### config.mk
export PLATFORM = sky130hd
export DESIGN_NAME = flt_ar_seq_flat
export DESIGN_NICKNAME = d
export VERILOG_FILES = /design/src/rtl/flt_ar_pkg.sv /design/src/rtl/flt_ar_seq_if.sv /design/src/rtl/flt_ar_unpack.sv /design/src/rtl/flt_ar_seq.sv /design/src/flat_wrapper.sv
export SDC_FILE = /design/constraint.sdc
export NUM_CORES = 2
export LEC_CHECK = 0
export CAP_MARGIN = 20
export CORE_UTILIZATION = 55
export CTS_BUF_LIST = sky130_fd_sc_hd__clkbuf_8 sky130_fd_sc_hd__clkbuf_16
export CTS_CLUSTER_SIZE = 40
export DETAILED_ROUTE_END_ITERATION = 10
export HOLD_SLACK_MARGIN = 0.08
export PLACE_DENSITY = 0.79
export SYNTH_ARGS = -nofsm -noshare
export SYNTH_HDL_FRONTEND = slang
export SYNTH_SLANG_ARGS = --single-unit
### constraint.sdc
create_clock -name clk -period 13.34 [get_ports clk]
set_input_delay 2.668 -clock clk [delete_from_list [all_inputs] [get_ports clk]]
set_output_delay 2.668 -clock clk [all_outputs]
set_load 0.05 [all_outputs]
### src/rtl/flt_ar_pkg.sv
// Shared definitions for the binary64 add/sub/neg sequencer: op encodings,
// field widths, canonical constants, FSM states and operand payloads.
package flt_ar_pkg;

  localparam int unsigned WORDSIZE = 64;
  localparam int unsigned EXP_W    = 11;
  localparam int unsigned FRAC_W   = 52;
  localparam int unsigned BIAS     = 1023;
  localparam int unsigned MANT_W   = FRAC_W + 1;   // hidden bit restored
  localparam int unsigned ALN_W    = MANT_W + 3;   // plus guard/round/sticky
  localparam int unsigned SUM_W    = ALN_W + 1;    // plus carry
  localparam int unsigned RND_W    = MANT_W + 1;
  localparam int unsigned EXPR_W   = EXP_W + 1;
  localparam int unsigned EXP_MAX  = 2 * BIAS + 1;

  localparam logic [5:0] op_flt_ar_add = 6'b01_0000;
  localparam logic [5:0] op_flt_ar_sub = 6'b01_0001;
  localparam logic [5:0] op_flt_ar_neg = 6'b01_0010;

  localparam logic [WORDSIZE-1:0] QNAN    = 64'h7FF8_0000_0000_0000;
  localparam logic [WORDSIZE-1:0] INF_POS = 64'h7FF0_0000_0000_0000;
  localparam logic [WORDSIZE-1:0] INF_NEG = 64'hFFF0_0000_0000_0000;

  typedef enum logic [2:0] {IDLE, ALIGN, ADD, NORM, ROUND, DONE} state_t;

  typedef struct packed {
    logic              sign;
    logic [EXP_W-1:0]  exp;
    logic [MANT_W-1:0] mant;
    logic              zero;
  } fp_op_t;

  typedef struct packed {
    fp_op_t v;
    logic   inf;
    logic   nan;
  } fp_unpacked_t;

  typedef struct packed {
    logic invalid;
    logic overflow;
    logic illegal_op;
  } flags_t;

endpackage

### src/rtl/flt_ar_seq_if.sv
// Request/result handshake bundle between the ALU decoder and the FP sequencer.
interface flt_ar_seq_if;
  import flt_ar_pkg::*;

  logic                in_valid;
  logic                in_ready;
  logic [WORDSIZE-1:0] input_a;
  logic [WORDSIZE-1:0] input_b;
  logic [5:0]          operation;
  logic                out_valid;
  logic                out_ready;
  logic [WORDSIZE-1:0] out;
  flags_t              out_flags;

  modport master (output in_valid, input_a, input_b, operation, out_ready,
                  input  in_ready, out_valid, out, out_flags);
  modport slave  (input  in_valid, input_a, input_b, operation, out_ready,
                  output in_ready, out_valid, out, out_flags);
endinterface

### src/rtl/flt_ar_unpack.sv
// Splits both binary64 operands into sign/exp/mantissa, flushes subnormals
// to signed zero and classifies inf/NaN.
module flt_ar_unpack
  import flt_ar_pkg::*;
(
  input  logic [WORDSIZE-1:0] a,
  input  logic [WORDSIZE-1:0] b,
  output fp_unpacked_t        ua,
  output fp_unpacked_t        ub
);

  function automatic fp_unpacked_t unpack(input logic [WORDSIZE-1:0] x);
    fp_unpacked_t     u;
    logic [EXP_W-1:0] e;
    logic             frac_nz;
    e         = x[WORDSIZE-2 -: EXP_W];
    frac_nz   = |x[FRAC_W-1:0];
    u.v.sign  = x[WORDSIZE-1];
    u.v.exp   = e;
    u.v.mant  = {1'b1, x[FRAC_W-1:0]};
    u.v.zero  = 1'b0;
    u.inf     = (e == '1) && !frac_nz;
    u.nan     = (e == '1) && frac_nz;
    if (e == '0) begin
      u.v.exp  = '0;
      u.v.mant = '0;
      u.v.zero = 1'b1;
    end
    return u;
  endfunction

  assign ua = unpack(a);
  assign ub = unpack(b);

endmodule

### src/rtl/flt_ar_seq.sv
// Multi-cycle binary64 add/sub/neg sequencer: specials resolve in IDLE,
// everything else walks ALIGN -> ADD -> NORM (iterative) -> ROUND -> DONE.
module flt_ar_seq
  import flt_ar_pkg::*;
(
  input  logic        clk,
  input  logic        reset,
  flt_ar_seq_if.slave bus
);

  state_t              state, state_n;
  fp_unpacked_t        ua, ub;
  fp_op_t              opa, opa_n, opb, opb_n;
  logic                sign_r, sign_n;
  logic                eff_sub, eff_sub_n;
  logic [EXPR_W-1:0]   exp_r, exp_n;
  logic [ALN_W-1:0]    man_l, man_l_n, man_s, man_s_n;
  logic [SUM_W-1:0]    sum_r, sum_n;
  logic                in_ready_r, in_ready_n;
  logic                out_valid_r, out_valid_n;
  logic [WORDSIZE-1:0] out_r, out_n;
  flags_t              flags_r, flags_n;
  logic [WORDSIZE-1:0] b_eff;

  // sub is add with b's sign inverted
  assign b_eff = {bus.input_b[WORDSIZE-1] ^ (bus.operation == op_flt_ar_sub),
                  bus.input_b[WORDSIZE-2:0]};

  flt_ar_unpack u_unpack (.a(bus.input_a), .b(b_eff), .ua(ua), .ub(ub));

  // Alignment: larger magnitude first, smaller shifted with sticky collapse
  logic              a_big, big_sign, sm_zero;
  logic [EXP_W-1:0]  big_exp, sm_exp, ediff;
  logic [MANT_W-1:0] big_mant, sm_mant;
  logic [ALN_W-1:0]  sm_full, sm_mask, sm_shr, sm_aligned;

  assign a_big    = {opa.exp, opa.mant} >= {opb.exp, opb.mant};
  assign big_sign = a_big ? opa.sign : opb.sign;
  assign big_exp  = a_big ? opa.exp  : opb.exp;
  assign big_mant = a_big ? opa.mant : opb.mant;
  assign sm_exp   = a_big ? opb.exp  : opa.exp;
  assign sm_mant  = a_big ? opb.mant : opa.mant;
  assign sm_zero  = a_big ? opb.zero : opa.zero;
  assign ediff    = big_exp - sm_exp;
  assign sm_full  = {sm_mant, 3'b000};
  assign sm_mask  = (ALN_W'(1) << ediff) - ALN_W'(1);
  assign sm_shr   = sm_full >> ediff;
  assign sm_aligned = (ediff >= EXP_W'(ALN_W))
                    ? {{(ALN_W-1){1'b0}}, ~sm_zero}
                    : {sm_shr[ALN_W-1:1], sm_shr[0] | (|(sm_full & sm_mask))};

  // Round to nearest even on guard/round/sticky
  logic              rnd_up;
  logic [RND_W-1:0]  mant_rnd;
  logic [EXPR_W-1:0] exp_rnd;
  logic [FRAC_W-1:0] frac_rnd;

  assign rnd_up   = sum_r[2] & (sum_r[1] | sum_r[0] | sum_r[3]);
  assign mant_rnd = {1'b0, sum_r[ALN_W-1:3]} + RND_W'(rnd_up);
  assign exp_rnd  = exp_r + EXPR_W'(mant_rnd[MANT_W]);
  assign frac_rnd = mant_rnd[MANT_W] ? mant_rnd[MANT_W-1:1] : mant_rnd[MANT_W-2:0];

  always_ff @(posedge clk or posedge reset) begin
    if (reset) begin
      state       <= IDLE;
      opa         <= '0;
      opb         <= '0;
      sign_r      <= 1'b0;
      eff_sub     <= 1'b0;
      exp_r       <= '0;
      man_l       <= '0;
      man_s       <= '0;
      sum_r       <= '0;
      in_ready_r  <= 1'b1;
      out_valid_r <= 1'b0;
      out_r       <= '0;
      flags_r     <= '0;
    end else begin
      state       <= state_n;
      opa         <= opa_n;
      opb         <= opb_n;
      sign_r      <= sign_n;
      eff_sub     <= eff_sub_n;
      exp_r       <= exp_n;
      man_l       <= man_l_n;
      man_s       <= man_s_n;
      sum_r       <= sum_n;
      in_ready_r  <= in_ready_n;
      out_valid_r <= out_valid_n;
      out_r       <= out_n;
      flags_r     <= flags_n;
    end
  end

  always_comb begin
    state_n   = state;
    opa_n     = opa;
    opb_n     = opb;
    sign_n    = sign_r;
    eff_sub_n = eff_sub;
    exp_n     = exp_r;
    man_l_n   = man_l;
    man_s_n   = man_s;
    sum_n     = sum_r;
    out_n     = out_r;
    flags_n   = flags_r;
    case (state)
      IDLE: begin
        if (bus.in_valid) begin
          opa_n   = ua.v;
          opb_n   = ub.v;
          out_n   = '0;
          flags_n = '0;
          state_n = DONE;
          if (bus.operation == op_flt_ar_neg) begin
            out_n = {~bus.input_a[WORDSIZE-1], bus.input_a[WORDSIZE-2:0]};
          end else if (bus.operation != op_flt_ar_add && bus.operation != op_flt_ar_sub) begin
            flags_n.illegal_op = 1'b1;
          end else if (ua.nan || ub.nan) begin
            out_n = QNAN;
          end else if (ua.inf && ub.inf && (ua.v.sign != ub.v.sign)) begin
            out_n           = QNAN;
            flags_n.invalid = 1'b1;
          end else if (ua.inf) begin
            out_n = bus.input_a;
          end else if (ub.inf) begin
            out_n = b_eff;
          end else begin
            state_n = ALIGN;
          end
        end
      end
      ALIGN: begin
        sign_n    = big_sign;
        eff_sub_n = opa.sign ^ opb.sign;
        exp_n     = {1'b0, big_exp};
        man_l_n   = {big_mant, 3'b000};
        man_s_n   = sm_aligned;
        state_n   = ADD;
      end
      ADD: begin
        sum_n   = eff_sub ? ({1'b0, man_l} - {1'b0, man_s})
                          : ({1'b0, man_l} + {1'b0, man_s});
        state_n = NORM;
      end
      NORM: begin
        if (sum_r[SUM_W-1]) begin
          sum_n   = {1'b0, sum_r[SUM_W-1:2], sum_r[1] | sum_r[0]};
          exp_n   = exp_r + EXPR_W'(1);
          state_n = ROUND;
        end else if (sum_r == '0) begin
          out_n   = '0;
          state_n = DONE;
        end else if (sum_r[ALN_W-1]) begin
          state_n = ROUND;
        end else begin
          // one-bit left shift per cycle; exponent underflow flushes to zero
          sum_n = sum_r << 1;
          exp_n = exp_r - EXPR_W'(1);
          if (exp_r == EXPR_W'(1)) begin
            out_n   = {sign_r, {(WORDSIZE-1){1'b0}}};
            state_n = DONE;
          end else if (sum_r[ALN_W-2]) begin
            state_n = ROUND;
          end
        end
      end
      ROUND: begin
        state_n = DONE;
        if (exp_rnd >= EXPR_W'(EXP_MAX)) begin
          out_n            = sign_r ? INF_NEG : INF_POS;
          flags_n.overflow = 1'b1;
        end else begin
          out_n = {sign_r, exp_rnd[EXP_W-1:0], frac_rnd};
        end
      end
      DONE: begin
        if (bus.out_ready) state_n = IDLE;
      end
      default: state_n = IDLE;
    endcase
    in_ready_n  = (state_n == IDLE);
    out_valid_n = (state_n == DONE);
  end

  assign bus.in_ready  = in_ready_r;
  assign bus.out_valid = out_valid_r;
  assign bus.out       = out_r;
  assign bus.out_flags = flags_r;

endmodule
### src/flat_wrapper.sv
// flat-port wrapper written by rule: the top's interface ports become plain ports
module flt_ar_seq_flat import flt_ar_pkg::*;
  (clk, reset, bus_in_valid, bus_input_a, bus_input_b, bus_operation, bus_out_ready, bus_in_ready, bus_out_valid, bus_out, bus_out_flags);
  flt_ar_seq_if bus_i ();
  input  logic clk;
  input  logic reset;
  input wire logic [$bits(bus_i.in_valid)-1:0] bus_in_valid;
  input wire logic [$bits(bus_i.input_a)-1:0] bus_input_a;
  input wire logic [$bits(bus_i.input_b)-1:0] bus_input_b;
  input wire logic [$bits(bus_i.operation)-1:0] bus_operation;
  input wire logic [$bits(bus_i.out_ready)-1:0] bus_out_ready;
  output wire logic [$bits(bus_i.in_ready)-1:0] bus_in_ready;
  output wire logic [$bits(bus_i.out_valid)-1:0] bus_out_valid;
  output wire logic [$bits(bus_i.out)-1:0] bus_out;
  output wire logic [$bits(bus_i.out_flags)-1:0] bus_out_flags;
  assign bus_i.in_valid = bus_in_valid;
  assign bus_i.input_a = bus_input_a;
  assign bus_i.input_b = bus_input_b;
  assign bus_i.operation = bus_operation;
  assign bus_i.out_ready = bus_out_ready;
  assign bus_in_ready = bus_i.in_ready;
  assign bus_out_valid = bus_i.out_valid;
  assign bus_out = bus_i.out;
  assign bus_out_flags = bus_i.out_flags;
  flt_ar_seq u_core (.clk(clk), .reset(reset), .bus(bus_i));
endmodule
==> results.cfg <==
[sta]
finClkSkew_ns = 0.0449
timing.final.hold_violations = 0
worst_pin_slew_ns = 1.23
tns_ns = 0
relSlewSlack_pct = 17.4
rsz0062_at_grt = no
drv_slew = 0
post-route-period-util_pct = 58.6
finalSetupViolCount = 0
fmax_mhz = 128
period_minus_slack_ns = 7.81

[clock_tree]
cts_sinks = 384
cts.repair.resized = 0
cts_buffer_depth = 3
cts_buffers = 43
cts_tree = yes
clkLatencyLatePin_ns = 0.62
cts_hold_buf = 0
htreeDepth = 2
cts-root-buf = clkbuf_16
cts_setup_buffers = 0
clk_pin_slew_ns = 0.06

[route]
dr.pass1.iters = 9
route.vias.total = 31700
drtAntennaViolNets = 0
drtIter0Drc = 4372
wl_per_cell_um = 26.2
vias_per_cell = 6.68
drt_wl_total_mm = 124
drc = 0

[layout]
fill_cells = 5013
layout_common_cells = 569 x nand2_1, 381 x dfrtp_1, 359 x nor2_1
multi_input_area_sq_um = 19700
final_common_cell = nand2_1
drive_gt1_share_pct = 5.70
synthToLayoutAreaGrowth_pct = 12.5
diodes = 0
seq_area_sq_um = 9620
nets = 4284

[synthesis]
synth.area.mux_share_pct = 8.46
synth_top_area_share_pct = 31.0
synth_nets = 4267
synth_top_family_by_area = compound AO/OA/AOI/OAI gates
ys_warn_count = 0
syn_area_sq_um = 31000
synthCells = 3950
synth_ff_type = dfrtp_1
yosys-top-cells-area = dfrtp_1 31%, ha_1 7.2%, nand2_1 6.9%
syn_area_per_cell_sq_um = 7.84
synthXorXnorAreaFrac_pct = 3.37
synth_compound_area_share_pct = 23.2
synthSimpleGateAreaFrac_pct = 20.8
synth-async-reset-ratio_pct = 100
synthDistinctLibCells = 97
synth_edf_count = 0
synthAdderAreaFrac_pct = 7.26
synth.largest_area_cell = dfrtp_1
synth-seq-cells = 384
seq_area_frac_synth_pct = 31.0

[floorplan]
die_h_um = 239
rows = 86
die-width_um = 239
pin_count = 207
core_sq_um = 55300
initial_core_util_pct = 56.0
die-area_sq_um = 57200

[global_routing]
grt_pass1_wl_mm = 184
grtUsageMet2_pct = 61.5
antenna_found_initial = 1
grt_pass1_vias = 28700
grt_max_degree = 111
grt_use_met3_pct = 10.6
grt_use_met1_pct = 58.5
track_usage_pct = 42.9
busiest_layer = met2
grt.overflow.total = 0

[worst_setup_path]
cp-start-kind = flip-flop
end_kind = flip-flop
critical-path-max-stage-delay_ns = 0.95
crit_path_cell_trace = inv_1 -> ha_2 -> buf_4 -> nand4_1 -> nor4_4 -> nand4_1 -> nor4b_2 -> o21ai_1 -> nand2_4 -> a22oi_1 -> ha_4 -> a21oi_1 -> a211oi_1 -> a2111oi_0 -> or2_2 -> buf_4 -> nor2_1 -> a2111oi_4 -> nand2_2 -> nor3_1 -> nand3_1 -> o21ai_0
worst-path-buf-inv = 3
cpLargestDelayFamily = simple AND/OR/NAND/NOR gates
worst-setup-path-type = flip-flop to flip-flop
arrival_ns = 8.31
critical_path.max_fanout = 47
crit_required_ns = 13.84
crit_slowest_cell = a2111oi_0

[run_status]
status = finished, final reports clean

[placement]
hpwl_mm = 93.7
io_buffers = 206
gp_congestion = 1.03

[run]
cap_viol_max_count = 0

[min_path]
hold_path_class = flip-flop to flip-flop
-- metrics by stage --
stage	instance area [sq um]	setup WS, ns	util [%]	hold WS, ns	instances
floorplan	31000	0.00286	-	0.464	3950
global placement	33300	5.95	60.2	0.460	4667
detailed placement	33300	5.85	60.2	0.464	4667
CTS	34800	5.79	62.9	0.479	4746
global route	34800	5.18	63.0	0.481	4749
finish	34800	5.53	63.0	0.475	4749
-- worst register-to-register path: cells and delay by family (launching register included) --
| kind | cells | cell delay (ns) |
|---|---|---|
| compound gates | 7 | 2.57 |
| simple gates | 10 | 3.24 |
| fa+ha+maj | 2 | 0.49 |
| flops | 1 | 0.38 |
| buf+inv | 3 | 1.03 |
-- per-layer routing --
| metal | vias up | routed length, um |
|---|---|---|
| met5 | - | 36 |
| met3 | 358 | 14800 |
| met4 | 2 | 8470 |
| li1 | 14200 | - |
| met1 | 15200 | 49200 |
| met2 | 1970 | 51800 |
-- area by class of cell --
cell class	count	share of cell area, %
flip-flops and latches	384	27.6
multi-input cells	3101	56.4
well taps	748	2.69
clock buffers	53	3.48
inverters	184	2.00
repair buffers	253	7.02
clock inverters	26	0.812
-- cells by family after synthesis --
kind of cell / Yosys count
DFF: 384
xor gates and xnor gates: 119
and+or+nand+nor: 1415
AOI/OAI and AO/OA: 1144
adders and majority gates: 179
muxes: 244
buffers and inverters: 465
-- flip-flops by register name (all words and copies together) (netlist names), 3 cells and up --
name / cells
u_core.opa: 66
u_core.opb: 66
u_core.bus.out: 64
u_core.sum_r: 57
u_core.man_s: 56
u_core.man_l: 53
u_core.exp_r: 12
u_core.bus.out_flags: 3
u_core.state: 3
-- path summary, 6_finish.rpt --
| path | slack, ns | from | end | depth (start not counted) |
|---|---|---|---|---|
| hold reg to reg | 0.47 | u_core.bus.out[43]$_DFFE_PP0P_ | u_core.bus.out[43]$_DFFE_PP0P_ | 1 |
| max in group asynchronous | 9.08 | reset | u_core.sum_r[56]$_DFFE_PP0P_ | 3 |
| hold / removal | 0.47 | u_core.bus.out[43]$_DFFE_PP0P_ | u_core.bus.out[43]$_DFFE_PP0P_ | 1 |
| setup / recovery | 5.53 | u_core.opb[54]$_DFFE_PP0P_ | u_core.man_s[48]$_DFFE_PP0P_ | 22 |
| min in group asynchronous | 2.58 | reset | u_core.man_s[22]$_DFFE_PP0P_ | 2 |
| setup reg to reg | 5.53 | u_core.opb[54]$_DFFE_PP0P_ | u_core.man_s[48]$_DFFE_PP0P_ | 22 |
-- cells in the mapped netlist, drive strengths merged, types with 8 or more instances --
library cell,count
nor2b,14
a211oi,32
and2,13
o21bai,21
or3,16
nand3,116
inv,184
nor2,363
a21o,35
mux2,32
a22oi,12
a221o,9
nor4,58
or2,8
a2111oi,8
o22a,26
mux2i,201
and3,40
o31ai,19
a22o,60
a211o,9
nand4,41
o32ai,11
a221oi,12
o21ai,343
o21a,15
dfrtp,383
a31oi,93
nor3b,25
clkbuf,208
nand2b,28
o221ai,8
a31o,8
nand3b,9
ha,178
a21oi,300
xor2,45
nand2,574
o211ai,31
nor3,93
mux4,11
o22ai,38
xnor2,74
buf,73
Power is not shown: default switching activity piles up to over one toggle a cycle in this logic, so the estimate is an artifact.
